[src/rtl/scan_sequencer_pkg.sv]
// Shared definitions for the scan sequencer: FSM state encoding and slot
// width. Imported by the sequencer top level.
package scan_sequencer_pkg;

    localparam int SLOT_W = 2;

    typedef logic [SLOT_W-1:0] slot_t;

    typedef enum logic [1:0] {
        IDLE  = 2'd0,
        DWELL = 2'd1,
        BLANK = 2'd2
    } state_t;

endpackage

[src/rtl/scan_sequencer_if.sv]
// Control/status bundle between a scan controller and the scan sequencer.
//   start, stop, mode, div : commands into the sequencer
//   a, b, en               : select/enable for the downstream 2x4 decoder
//   busy, slot_strobe, done: sequencer status
// master = controller side, slave = sequencer side.
interface scan_sequencer_if #(
    parameter int DIV_W = 16
) ();

    logic             start;
    logic             stop;
    logic             mode;
    logic [DIV_W-1:0] div;
    logic             a;
    logic             b;
    logic             en;
    logic             busy;
    logic             slot_strobe;
    logic             done;

    modport master (
        output start, stop, mode, div,
        input  a, b, en, busy, slot_strobe, done
    );

    modport slave (
        input  start, stop, mode, div,
        output a, b, en, busy, slot_strobe, done
    );

endinterface

[src/rtl/scan_down_counter.sv]
// Loadable down-counter with a zero flag. Load has priority over decrement;
// decrementing saturates at zero.
//   clk, rst_n : clock, async active-low reset (count resets to 0)
//   load       : load load_val this cycle
//   load_val   : value to load
//   dec        : decrement by one when non-zero
//   count      : current value
//   zero       : count == 0
module scan_down_counter #(
    parameter int W = 16
) (
    input  logic         clk,
    input  logic         rst_n,
    input  logic         load,
    input  logic [W-1:0] load_val,
    input  logic         dec,
    output logic [W-1:0] count,
    output logic         zero
);

    // NOTE: every flop here is small control state, so all of it is reset;
    // non-blocking assignments keep register updates order-independent.
    always_ff @(posedge clk or negedge rst_n) begin
        if (!rst_n) begin
            count <= '0;
        end else if (load) begin
            count <= load_val;
        end else if (dec && (count != '0)) begin
            count <= count - 1'b1;
        end
    end

    assign zero = (count == '0);

endmodule

[src/rtl/scan_sequencer.sv]
// Slot sequencer driving the select (a, b) and enable (en) of a 2x4 decoder.
// Steps slots 0..3, holds each enabled for div cycles, and separates slots
// with BLANK_CYCLES enable-low cycles. Continuous (mode=0) or single sweep
// (mode=1) with a done pulse; stop aborts to IDLE from any state.
//   clk, rst_n : clock, async active-low reset
//   bus        : scan_sequencer_if slave (commands in, decoder drive/status out)
// All outputs are registered.
import scan_sequencer_pkg::*;

module scan_sequencer #(
    parameter int DIV_W        = 16,
    parameter int BLANK_CYCLES = 2
) (
    input  logic              clk,
    input  logic              rst_n,
    scan_sequencer_if.slave   bus
);

    localparam int BLANK_W = (BLANK_CYCLES > 1) ? $clog2(BLANK_CYCLES) : 1;
    localparam logic [BLANK_W-1:0] BLANK_LOAD =
        (BLANK_CYCLES > 0) ? BLANK_W'(BLANK_CYCLES - 1) : '0;

    state_t           state_q, state_d;
    slot_t            slot_q, slot_d;
    logic             mode_q;
    logic [DIV_W-1:0] div_q;

    logic a_q, b_q, en_q, busy_q, strobe_q, done_q;
    logic en_d, busy_d, strobe_d, done_d;
    slot_t ab_d;

    logic [DIV_W-1:0]   dwell_cnt;
    logic [BLANK_W-1:0] blank_cnt;
    logic               dwell_zero, blank_zero;

    // div of 0 is treated as a one-cycle dwell
    logic [DIV_W-1:0] div_eff;
    assign div_eff = (bus.div == '0) ? DIV_W'(1) : bus.div;

    logic accept, dwell_end, advance, last_slot;
    assign accept    = (state_q == IDLE) && bus.start && !bus.stop;
    assign dwell_end = (state_q == DWELL) && dwell_zero;
    assign advance   = (BLANK_CYCLES == 0) ? dwell_end
                                           : ((state_q == BLANK) && blank_zero);
    assign last_slot = (slot_q == slot_t'(3)) && mode_q;

    scan_down_counter #(.W(DIV_W)) u_dwell (
        .clk      (clk),
        .rst_n    (rst_n),
        .load     (accept || (advance && !last_slot)),
        .load_val (accept ? (div_eff - 1'b1) : (div_q - 1'b1)),
        .dec      (state_q == DWELL),
        .count    (dwell_cnt),
        .zero     (dwell_zero)
    );

    scan_down_counter #(.W(BLANK_W)) u_blank (
        .clk      (clk),
        .rst_n    (rst_n),
        .load     (dwell_end && (BLANK_CYCLES > 0)),
        .load_val (BLANK_LOAD),
        .dec      (state_q == BLANK),
        .count    (blank_cnt),
        .zero     (blank_zero)
    );

    // State and latched-command registers
    always_ff @(posedge clk or negedge rst_n) begin
        if (!rst_n) begin
            state_q <= IDLE;
            slot_q  <= '0;
            mode_q  <= 1'b0;
            div_q   <= '0;
        end else begin
            state_q <= state_d;
            slot_q  <= slot_d;
            if (accept) begin
                mode_q <= bus.mode;
                div_q  <= div_eff;
            end
        end
    end

    // Next-state logic
    // NOTE: every variable gets a default at the top of a combinational
    // block so no path leaves it unassigned (which would infer a latch).
    always_comb begin
        state_d = state_q;
        slot_d  = slot_q;
        if (bus.stop) begin
            state_d = IDLE;
            slot_d  = '0;
        end else begin
            case (state_q)
                IDLE: begin
                    if (bus.start) begin
                        state_d = DWELL;
                        slot_d  = '0;
                    end
                end
                DWELL: begin
                    if (dwell_zero && (BLANK_CYCLES > 0)) begin
                        state_d = BLANK;
                    end
                end
                default: ;
            endcase
            if (advance) begin
                if (last_slot) begin
                    state_d = IDLE;
                    slot_d  = '0;
                end else begin
                    state_d = DWELL;
                    slot_d  = slot_q + 1'b1;
                end
            end
        end
    end

    // Output logic: next values of the registered outputs, derived from the
    // next state so a/b only move on entry to DWELL or IDLE.
    always_comb begin
        en_d     = (state_d == DWELL);
        busy_d   = (state_d != IDLE);
        ab_d     = (state_d == IDLE) ? '0 : slot_d;
        strobe_d = !bus.stop && (accept || (advance && !last_slot));
        done_d   = !bus.stop && advance && last_slot;
    end

    always_ff @(posedge clk or negedge rst_n) begin
        if (!rst_n) begin
            a_q      <= 1'b0;
            b_q      <= 1'b0;
            en_q     <= 1'b0;
            busy_q   <= 1'b0;
            strobe_q <= 1'b0;
            done_q   <= 1'b0;
        end else begin
            a_q      <= ab_d[1];
            b_q      <= ab_d[0];
            en_q     <= en_d;
            busy_q   <= busy_d;
            strobe_q <= strobe_d;
            done_q   <= done_d;
        end
    end

    assign bus.a           = a_q;
    assign bus.b           = b_q;
    assign bus.en          = en_q;
    assign bus.busy        = busy_q;
    assign bus.slot_strobe = strobe_q;
    assign bus.done        = done_q;

endmodule

[src/flat_wrapper.sv]
// flat-port wrapper written by rule: the top's interface ports become plain ports
module scan_sequencer_flat 
#(
    parameter int DIV_W        = 16,
    parameter int BLANK_CYCLES = 2
)
  (clk, rst_n, bus_start, bus_stop, bus_mode, bus_div, bus_a, bus_b, bus_en, bus_busy, bus_slot_strobe, bus_done);
  scan_sequencer_if #(.DIV_W(DIV_W)) bus_i ();
  input  logic clk;
  input  logic rst_n;
  input wire logic [$bits(bus_i.start)-1:0] bus_start;
  input wire logic [$bits(bus_i.stop)-1:0] bus_stop;
  input wire logic [$bits(bus_i.mode)-1:0] bus_mode;
  input wire logic [$bits(bus_i.div)-1:0] bus_div;
  output wire logic [$bits(bus_i.a)-1:0] bus_a;
  output wire logic [$bits(bus_i.b)-1:0] bus_b;
  output wire logic [$bits(bus_i.en)-1:0] bus_en;
  output wire logic [$bits(bus_i.busy)-1:0] bus_busy;
  output wire logic [$bits(bus_i.slot_strobe)-1:0] bus_slot_strobe;
  output wire logic [$bits(bus_i.done)-1:0] bus_done;
  assign bus_i.start = bus_start;
  assign bus_i.stop = bus_stop;
  assign bus_i.mode = bus_mode;
  assign bus_i.div = bus_div;
  assign bus_a = bus_i.a;
  assign bus_b = bus_i.b;
  assign bus_en = bus_i.en;
  assign bus_busy = bus_i.busy;
  assign bus_slot_strobe = bus_i.slot_strobe;
  assign bus_done = bus_i.done;
  scan_sequencer #(.DIV_W(DIV_W), .BLANK_CYCLES(BLANK_CYCLES)) u_core (.clk(clk), .rst_n(rst_n), .bus(bus_i));
endmodule
[config.mk]
export PLATFORM = sky130hd
export DESIGN_NAME = scan_sequencer_flat
export DESIGN_NICKNAME = d
export VERILOG_FILES = /design/src/rtl/scan_sequencer_pkg.sv /design/src/rtl/scan_sequencer_if.sv /design/src/rtl/scan_down_counter.sv /design/src/rtl/scan_sequencer.sv /design/src/flat_wrapper.sv
export SDC_FILE = /design/constraint.sdc
export NUM_CORES = 1
export LEC_CHECK = 0
export CAP_MARGIN = 20
export CORE_MARGIN = 3
export CORE_UTILIZATION = 30
export CTS_CLUSTER_SIZE = 14
export DETAILED_ROUTE_END_ITERATION = 16
export MAX_ROUTING_LAYER = met4
export PLACE_DENSITY = 0.56
export SETUP_SLACK_MARGIN = 0.2
export SKIP_CTS_REPAIR_TIMING = 1
export SLEW_MARGIN = 20
export SYNTH_ARGS = -nofsm -noshare
export SYNTH_HDL_FRONTEND = slang
export SYNTH_SLANG_ARGS = --single-unit
[constraint.sdc]
create_clock -name clk -period 6.54 [get_ports clk]
set_input_delay 0.654 -clock clk [delete_from_list [all_inputs] [get_ports clk]]
set_output_delay 0.654 -clock clk [all_outputs]
set_load 0.05 [all_outputs]
After elaboration in Yosys (flattened, before gate mapping)
Index checks and enable logic that the tools add are counted.
- register bits: 44
- add/sub/neg operators: 5
- eq/ne operators: 4
- mux-type cells: 18
- bitwise logic cells: 1
- reduce and logical (&&, ||, !) cells: 22
- operators with widths (cell ; number):
    two-way mux 16 bit ; 4
    subtractor 16 x 1 -> 16 bit, second input constant ; 3
    zero test 16 bit ; 2
    two-way mux 2 bit ; 10
    nonzero test 16 bit ; 1
    logical AND 1 bit ; 11
    nonzero test 2 bit ; 3
    == test 2 x 1 -> 1 bit, second input constant ; 2
    == test 2 bit, second input constant ; 2
    zero test 2 bit ; 2
    one-hot mux 2 bit (2 select lines) ; 1
    two-way mux 1 bit ; 3
    adder 2 x 1 -> 2 bit, second input constant ; 1
    zero test 1 bit ; 2
    logical OR 1 bit ; 1
    NOT 1 bit ; 1
    subtractor 1 bit, second input constant ; 1

Logic depth before layout (Yosys ltp)
- depth in word-level cells: 7
- gate-level depth with buffers: 14
- gate-level depth less buffers: 10

Hierarchy
Synthesis repeated with hierarchy kept, for this count alone.
- cells, all modules: 298
- area, all modules: 2627.5 um^2
- by module, submodules not included (module ; instances ; cells each ; area an instance (um^2) ; sequential area each (um^2)):
    scan_sequencer ; 1 ; 170 ; 1519.0 ; 675.6
    scan_down_counter (u_core.u_dwell) ; 1 ; 124 ; 1063.5 ; 400.4
    scan_down_counter (u_core.u_blank) ; 1 ; 4 ; 45.0 ; 25.0

Least setup slack after synthesis
Ideal clock, no wire load.
- path type: input to register
- start: in bus_stop
- end: reg u_core.u_dwell.count[10]
- arrival time: 3262 ps
- data required time: 6407 ps
- path slack: 3145 ps
- cell stages on the path: 13
- path buffers: 4
- path through: buf_6 or4b_4 buf_6 buf_6 o21ai_2 buf_2 mux2i_1 ha_1 nand4_4 nor4_4 and2b_1 xnor2_1 o21ai_1
- word-level cells in the longest chain between the ends: 4
- elaborated cells on any way between the ends: 6
- those cells by class: mux (2); reduce/logical (4)
- ends and longest elaborated chain (what ; line ; RTL):
    from (decl) ; flat_wrapper.sv:12 ; input wire logic [$bits(bus_i.stop)-1:0] bus_stop;
    zero test 1 bit * ; scan_sequencer.sv:41 ; assign accept = (state_q == IDLE) && bus.start && !bus.stop;
    logical AND 1 bit * ; scan_sequencer.sv:41 ;
    two-way mux 16 bit / logical OR 1 bit (equally long branches) ; scan_sequencer.sv:51, scan_sequencer.sv:50 ;
    two-way mux 16 bit / nonzero test 2 bit (equally long branches) ; - ;
    to (signal assigned) ; scan_down_counter.sv:27 ; count <= load_val;
    to (signal assigned) ; scan_down_counter.sv:29 ; count <= count - 1'b1;
    to (decl) ; scan_down_counter.sv:17 ; output logic [W-1:0] count,
Every way passes the cells marked *; elsewhere a longest branch is shown, timed or not.
A chain may end at the register's enable or synchronous reset.

Worst setup path after layout
- start: in bus_stop
- end: reg u_core.u_dwell.count[12]
Same word-level chain as after synthesis.

==> summary.txt <==
status -> finished clean
fmax -> 0.259 GHz
vias in the first global route -> 2,079
TritonCTS clock tree -> done
DIE HEIGHT -> 99.8 um
Area after DPL -> 2930 um^2
largest net degree at the start of global routing -> 45
pre-CTS WS -> 2.36 ns
most frequent CP cell -> mux2i_1
VDD IR max -> 0.0000969 V
R2R depth -> 9
slew of the pin with the lowest slew margin -> 0.901 ns
antenna viol nets, final -> 0
CP Capture Type -> register
skew final -> 0.00986 ns
fin. max-slew vios -> 0
# IOs -> 27
initial antenna violation count -> 0
worst hold slack -> 0.343 ns
DR iter-0 viols -> 128
post-route design area -> 3020 um^2
final setup violation count -> 0
Hold/Removal Path Class -> in2async
CP Max Fanout -> 26
post-synth cell types -> 53
Worst EP arrival -> 4.01 ns
Worst R2R End -> u_core.u_dwell.count[12]
Post-layout nets -> 324
number of flops mapped to enable cells by yosys -> 0
Detail Placement HPWL -> 4730 um
total negative slack -> 0 ns
DR WL/cell -> 16.5 um
gr ovfl total -> 0
Yosys reg bits -> 44
Bufs on Longest Clock Path -> 2
cts bufs inserted -> 5
# DRC -> 0
sequential area share after synthesis -> 0.417
number of fill cells -> 855
fin crit share -> 0.590
worst path cell trace -> clkdlybuf4s50_1 -> or4b_4 -> o21ai_2 -> mux2i_1 -> ha_1 -> nand4_4 -> nor4_4 -> nand3_1 -> xor2_1 -> mux2i_1
synthesis warning total -> 0
H-Tree Depth -> 2
post-synthesis net count -> 303
Vias -> 2,084
Critical R2R Launch -> u_core.state_q[0]
drt first pass iters -> 4
die extent in x -> 99.8 um
syn avg cell area -> 9.42 um^2
Final Core Density -> 0.360
fin crit period -> 3.86 ns
Pleak -> 1.22 nW
Setup crit end -> u_core.u_dwell.count[12]
Area growth syn-to-layout -> 14.5%
Reg clk slew, reported paths -> 0.09 ns
clk_lat worst skew -> 0.30 ns
die area -> 9960 um^2
kind of start point of the critical path -> input pin
Syn Std Cell Area -> 2640 um^2
relative slew slack -> 0.399
CTS sink cnt -> 44
IO buf count -> 26
post-route worst setup slack -> 2.68 ns
root buf cell -> clkbuf_8
Antenna diodes -> 0
RSZ-0062 raised after global routing -> no
total routed wirelength -> 6720 um
origin of the worst setup path -> bus_stop
Core Rows -> 33
routability cong. -> 0.864
setup slack, reg-to-reg -> 2.96 ns
Post-synth top flop -> dfrtp_1
critical path required time -> 6.69 ns
slowest cell on the critical path -> or4b_4
layout cell share with drive strength beyond 1 -> 0.123
GRT Util Overall -> 0.144
pwr dens -> 272 nW/um^2
Setup CP Type -> in2reg
max cap viols -> 0
initial core utilization -> 0.315
Fin. Hold Viols -> 0
Gate Count Post-Synth -> 280
slowest stage delay, CP -> 0.77 ns
asr flop ratio synth -> 1.00
first-pass GRT wire length -> 11,000 um
Core Region -> 8380 um^2
Vias/cell -> 5.12
-- stage by stage --
stage / total power (W) / cells
2_1_floorplan: 0.000572 / 280
3_3_place_gp: 0.000641 / 399
3_5_place_dp: 0.000643 / 399
4_1_cts: 0.000828 / 407
5_1_grt: 0.000875 / 407
6_report: 0.000821 / 407
-- layout make-up --
class | count | area [um^2] | area share
clock buffers | 6 | 82.6 | 0.0273
clock inverters | 2 | 10.0 | 0.00331
inverters | 5 | 18.8 | 0.00621
multi-input cells | 217 | 1400 | 0.465
flip-flops and latches | 44 | 1100 | 0.365
well taps | 105 | 131 | 0.0435
repair buffers | 28 | 273 | 0.0903
-- state kept, by name, summed over array words and instances, names as in the netlist, 2 cells and up --
name and cells:
u_core.state_q 2, u_core.div_q 16, u_core.u_dwell.count 16, u_core.slot_q 2
-- critical path: cells and delay by family --
kind                       cells  cell delay, ns
xor gates and xnor gates       1            0.16
muxes                          2            0.40
adders and majority gates      1            0.25
and+or+nand+nor                4            1.51
buffers and inverters          1            0.60
AOI/OAI and AO/OA              1            0.43
-- metal layers --
metal	share of wire	global-route usage	wire length, um	vias to the layer above
met5	0	-	0	-
met1	0.48	0.206	3260	999
met3	0.046	0.0236	308	2
met2	0.47	0.219	3130	45
li1	-	-	-	1038
met4	0.0036	0.0252	24	0
-- placed cells by master, fill, tap and decap left out, types with 3 or more instances in the layout --
master and count:
nand2_1 57, dfrtp_1 44, clkdlybuf4s50_1 25, nor2_1 20, a21oi_1 14, nor4_1 12, o21ai_0 10, nand3_1 9
xnor2_1 9, mux2i_1 8, xor2_1 8, a31oi_1 6, clkbuf_8 6, inv_1 5, nand4_1 5, a211oi_1 5
nor3_1 5, o21ai_1 4, and2_1 3, o31ai_1 3, nor4_4 3, buf_4 3
-- how the worst min path moves through the flow --
stage | startpoint | depth (start not counted) | end
floorplan | rst_n | 0 | u_core.bus.a
global placement | u_core.div_q[10] | 2 | u_core.div_q[10]
detailed placement | u_core.div_q[10] | 2 | u_core.div_q[10]
CTS | u_core.div_q[10] | 2 | u_core.div_q[10]
global route | rst_n | 1 | u_core.bus.b
finish | rst_n | 1 | u_core.bus.done
-- cells by family (layout without fill, tap and decap cells) --
family          Yosys count  in the layout  synth area share
mux                      10             10            0.0403
buf+inv                  19             41            0.0507
compound gates           56             56             0.147
xor+xnor                 17             17            0.0564
simple gates            132            132             0.279
flops                    44             44             0.417
fa+ha+maj                 2              2           0.00948
-- report_power, final --
| part | leakage, nW | switching (W) | internal (W) |
|---|---|---|---|
| Sequential | 0.548 | 0.0000524 | 0.000327 |
| Clock | 0.0510 | 0.0000969 | 0.0000845 |
| Combinational | 0.618 | 0.000148 | 0.000112 |
| Total | 1.22 | 0.000297 | 0.000523 |
-- synth_stat cells (all sizes together) (2+ instances only) --
library cell  number  area share
a211oi             6       0.019
a21o               3      0.0095
a21oi             17       0.039
a31oi              6       0.014
and2               4       0.010
and3               3      0.0076
buf               11       0.039
clkbuf             3      0.0043
dfrtp             44        0.42
ha                 2      0.0095
inv                5      0.0071
mux2               2       0.010
mux2i              8       0.030
nand2             57       0.081
nand3              9       0.017
nand4              6       0.020
nand4b             2      0.0066
nor2              22       0.035
nor3               7       0.017
nor4              15       0.053
o21ai             15       0.030
o31ai              4       0.013
xnor2              9       0.030
xor2               8       0.027
Power figures use the tool's default switching activity.
==> RTL change 1, RTL diff (config.mk and constraints unchanged) <==
Re-encode `state_t` (3 states) as one-hot, 3 bits wide.
--- a/src/rtl/scan_sequencer_pkg.sv
+++ b/src/rtl/scan_sequencer_pkg.sv
@@ -6,10 +6,10 @@
 
     typedef logic [SLOT_W-1:0] slot_t;
 
-    typedef enum logic [1:0] {
-        IDLE  = 2'd0,
-        DWELL = 2'd1,
-        BLANK = 2'd2
+    typedef enum logic [2:0] {
+        IDLE  = 3'b001,
+        DWELL = 3'b010,
+        BLANK = 3'b100
     } state_t;
 
 endpackage
Behaviour: same outputs for any inputs over 10 cycles, from zero or initial values and one cycle with rst_n low; not proved beyond that.
==> RTL change 1 against the unedited design <==
Sequential share of layout area is 0.96 points higher. Synthesized area is 2.8% lower. Power is 11% higher. Critical path depth stayed put. Routed wire length is 4.8% higher. Setup slack worse by 0.21 ns. Sequential cell count is 1 higher. Synthesized cell count is 7.5% higher. Design area is 0.25% lower. Largest cell class unchanged.
==> RTL change 1: results (changes against the unedited design) <==
Register-to-register setup slack: 2.97 ns (was 2.96 ns). For the peak ir drop on the vdd network, the log shows 0.101 mV (was 0.0969 mV). The source of the worst register-to-register timing path was u_core.state_q[0] (unchanged). The fraction of the mapped netlist area in adder cells works out to 0.00976 (was 0.00948). The placer congestion estimate was 0.893 (was 0.864); the half-perimeter wire length after placement was 5100 µm (was 4730 µm). The detailed-route via count came out at 2,317 (was 2,084).

Relative contribution of sequential cells to total power: 0.446 (was 0.462). The worst reg2reg path endpoint was u_core.u_dwell.count[11] (was u_core.u_dwell.count[12]). The tools report the distinct cell type count after synthesis as 52 (was 53). The pre-CTS setup slack is 2.19 ns (was 2.36 ns). The flow ran to the end, and the final reports show no timing, DRC or antenna violations. Wire length on met1: 3450 µm (was 3260 µm).

Leakage power: 1.23 nW (was 1.22 nW). Largest registers: u_core.div_q: 16 flops, u_core.u_dwell.count: 16 flops, u_core.state_q: 3 flops (was u_core.div_q: 16 flops, u_core.u_dwell.count: 16 flops). The cell total after placement came out at 419 (was 399). The number of buffers other than clock buffers in the final layout was 29 (was 28); the largest net degree at the start of global routing was 46 (was 45).

The logs give 0.00573 ns (was 0.00986 ns) for the post-route clock skew and 0.000911 W (was 0.000821 W) for the total power consumption of the routed design. The standard cell with the maximum stage delay on the critical path is sky130_fd_sc_hd__clkdlybuf4s50_1 (was sky130_fd_sc_hd__or4b_4). The instance area at placement is 2900 µm² (was 2930 µm²), and the total length of routed met3 wires is 212 µm (was 308 µm). The filler-free cell count of the finished design is 427 (was 407), and the number of nets in the layout is 344 (was 324).
-- RTL change 1: changes by cell type in the layout (fill, tap and decap cells not counted), moves of 5 or more --
cell,before,now
sky130_fd_sc_hd__nor3_1,5,14
sky130_fd_sc_hd__xor2_1,8,3
sky130_fd_sc_hd__nand3_1,9,16
sky130_fd_sc_hd__nor2_1,20,31
sky130_fd_sc_hd__nor4_1,12,7
sky130_fd_sc_hd__or4_1,0,5
sky130_fd_sc_hd__nand2_1,57,65
sky130_fd_sc_hd__a21oi_1,14,6
sky130_fd_sc_hd__o21ai_0,10,15
-- RTL change 1: worst max path at each step --
stage,end,slack [ns]
after global placement,u_core.u_dwell.count[15],2.21
after CTS,u_core.u_dwell.count[10],2.50
after global routing,u_core.u_dwell.count[15],2.17
after detailed placement,u_core.u_dwell.count[10],2.19
after floorplan,u_core.u_dwell.count[15],3.56
final,u_core.u_dwell.count[10],2.47
==> RTL change 2, RTL diff (same settings) <==
Made on the original files. `BLANK_CYCLES` is set to 2 in 2 places; all go to 1.
--- a/src/rtl/scan_sequencer.sv
+++ b/src/rtl/scan_sequencer.sv
@@ -9,7 +9,7 @@
 
 module scan_sequencer #(
     parameter int DIV_W        = 16,
-    parameter int BLANK_CYCLES = 2
+    parameter int BLANK_CYCLES = 1
 ) (
     input  logic              clk,
     input  logic              rst_n,
--- a/src/flat_wrapper.sv
+++ b/src/flat_wrapper.sv
@@ -2,7 +2,7 @@
 module scan_sequencer_flat 
 #(
     parameter int DIV_W        = 16,
-    parameter int BLANK_CYCLES = 2
+    parameter int BLANK_CYCLES = 1
 )
   (clk, rst_n, bus_start, bus_stop, bus_mode, bus_div, bus_a, bus_b, bus_en, bus_busy, bus_slot_strobe, bus_done);
   scan_sequencer_if #(.DIV_W(DIV_W)) bus_i ();
Formal check against the unedited RTL: not equivalent (a bounded check fails within 4 cycles, from zero or initial values and one cycle with rst_n low).
==> RTL change 2 against the unedited design <==
Sequential cell count stayed put. Power hardly changed. Global-route usage decreased by 0.59 points. Setup slack better by 0.18 ns. Via count shrank 0.96%. Synthesized area fell by 4.4%. Design area shrank 1.1%. Routed wire length down 8.8%. Sequential power is 2% lower.
==> RTL change 2: results (changes against the unedited design) <==
The run finished with clean final reports. The run gives 45 (unchanged) as the largest net degree at the start of global routing. The half-perimeter wire length after placement was 4470 µm (was 4730 µm); the detail-routed via count per cell was 5.17 (was 5.12).

The filler cell count is 812 (was 855), and the number of nets in the layout is 319 (was 324). The tools report the distinct cell type count after synthesis as 46 (was 53). Largest registers: u_core.div_q: 16 flops, u_core.u_dwell.count: 16 flops (unchanged). Count of input and output buffers: 26 (unchanged). The initial antenna violation count is 0 (unchanged), and the maximum buffer depth of the clock tree is 2 (unchanged). For the detailed-route via count, the log shows 2,064 (was 2,084). Area contributors post-synth: sky130_fd_sc_hd__dfrtp_1, sky130_fd_sc_hd__nand2_1, sky130_fd_sc_hd__xor2_1 (was sky130_fd_sc_hd__dfrtp_1, sky130_fd_sc_hd__nand2_1, sky130_fd_sc_hd__mux2i_1). The run gives 1.27 nW (was 1.22 nW) as the leakage power. The number of buffers created by CTS is 5 (unchanged). The proportion of layout cells with a drive suffix above 1 was 0.0909 (was 0.123). The overall global routing resource usage is 0.139 (was 0.144), and the first-iteration detailed-routing DRC count is 92 (was 128).

The run gives 3.82 ns (was 4.01 ns) as the data arrival at the endpoint of the critical path. The cell total after placement was 391 (was 399). The warning count from the yosys run was 0 (unchanged); the synthesized netlist net count was 295 (was 303). The worst max-slew margin expressed relative to the limit was 0.363 (was 0.399); the largest fanout on the critical path was 27 (was 26). The share of flip-flops with an asynchronous set or reset after synthesis was 1.00 (unchanged); the net switching power figure was 0.000257 W (was 0.000297 W). The source of the worst register-to-register timing path was u_core.state_q[1] (was u_core.state_q[0]). The path type of the worst min-delay path is primary input to async pin (unchanged). The largest stage delay on the critical path works out to 0.74 ns (was 0.77 ns).

The root buffer cell was sky130_fd_sc_hd__clkbuf_8 (unchanged). The logs give 2 (unchanged) for the maximum level of the CTS H-tree and 0.00964 ns (was 0.00986 ns) for the post-route clock skew. Most numerous cell types in the synthesized netlist: sky130_fd_sc_hd__nand2_1, sky130_fd_sc_hd__dfrtp_1, sky130_fd_sc_hd__nor2_1 (unchanged). The proportion of synthesized chip area in sequential cells was 0.436 (was 0.417); the global-route wire length before repair was 10,400 µm (was 11,000 µm). The flip-flop cell with the highest count after synthesis is sky130_fd_sc_hd__dfrtp_1 (unchanged).

The total wirelength of the detailed-routed design came out at 6130 µm (was 6720 µm). The tools report the worst reg2reg path endpoint as u_core.u_dwell.count[10] (was u_core.u_dwell.count[12]). For the register-to-register setup slack, the log shows 3.21 ns (was 2.96 ns). The mean instance size in the synthesized netlist works out to 9.28 µm² (was 9.42 µm²). The tools report the number of detailed-routing iterations run before antenna repair as 4 (unchanged). The run gives 0.0941 mV (was 0.0969 mV) as the peak ir drop on the vdd network.

The depth of the worst register-to-register path is 11 (was 9), and the clock-pin slew on the worst setup and hold paths is 0.09 ns (about the same). For the placer congestion estimate, the log shows 0.847 (was 0.864).
==> RTL change 2: power groups by stage <==
| stage | logic (W) | registers [W] | clock network, W |
|---|---|---|---|
| final | 0.000221 | 0.000371 | 0.000228 |
| after global routing | 0.000249 | 0.000379 | 0.000247 |
| after CTS | 0.000223 | 0.000371 | 0.000236 |
| after detailed placement | 0.000222 | 0.000376 | 0 |
| after global placement | 0.000220 | 0.000376 | 0 |
| after floorplan | 0.000167 | 0.000365 | 0 |
==> RTL change 2: cell type report <==
class                      count  share of cell area
clock buffer                   7              0.0323
tap                          102              0.0427
clock inverter                 1              0.0101
multi-input combinational    205               0.440
sequential                    44               0.369
inverter                      12              0.0151
timing repair buffer          28              0.0913
==> RTL change 2: worst max path at each step <==
| stage | start | end | slack (ns) | cells after the start |
|---|---|---|---|---|
| floorplan | bus_stop | u_core.u_dwell.count[14] | 3.62 | 12 |
| global placement | bus_stop | u_core.u_dwell.count[12] | 2.75 | 12 |
| detailed placement | bus_stop | u_core.u_dwell.count[10] | 2.58 | 12 |
| CTS | bus_stop | u_core.u_dwell.count[10] | 2.89 | 12 |
| global route | bus_stop | u_core.u_dwell.count[10] | 2.60 | 12 |
| finish | bus_stop | u_core.u_dwell.count[10] | 2.86 | 12 |
==> RTL change 2: cell families (layout without fill, tap and decap cells) <==
logic type | count (synthesis) | in the layout | share of synthesized area
flops | 44 | 44 | 0.436
fa+ha+maj | 2 | 2 | 0.00991
simple gates | 121 | 121 | 0.249
mux | 16 | 16 | 0.0724
xor+xnor | 22 | 22 | 0.0764
compound gates | 44 | 44 | 0.113
buf+inv | 23 | 48 | 0.0431
==> RTL change 2: layer usage <==
metal  track usage  share of wire  routed length [µm]  vias up
li1              -              -                   -      996
met1         0.187           0.48                2920     1007
met2         0.204           0.47                2850       55
met3        0.0302          0.050                 307        6
met4        0.0511         0.0085                  52        0
met5             -              0                   0        -
==> RTL change 2: through the flow <==
step / setup slack [ns] / area (µm²) / utilization / total power, W / hold WS, ns
floorplan: 3.62 / 2520 / - / 0.000532 / 0.358
global placement: 2.75 / 2860 / 0.360 / 0.000596 / 0.468
detailed placement: 2.58 / 2860 / 0.360 / 0.000598 / 0.456
CTS: 2.89 / 2980 / 0.376 / 0.000829 / 0.477
global route: 2.60 / 2990 / 0.377 / 0.000875 / 0.386
finish: 2.86 / 2990 / 0.377 / 0.000820 / 0.352
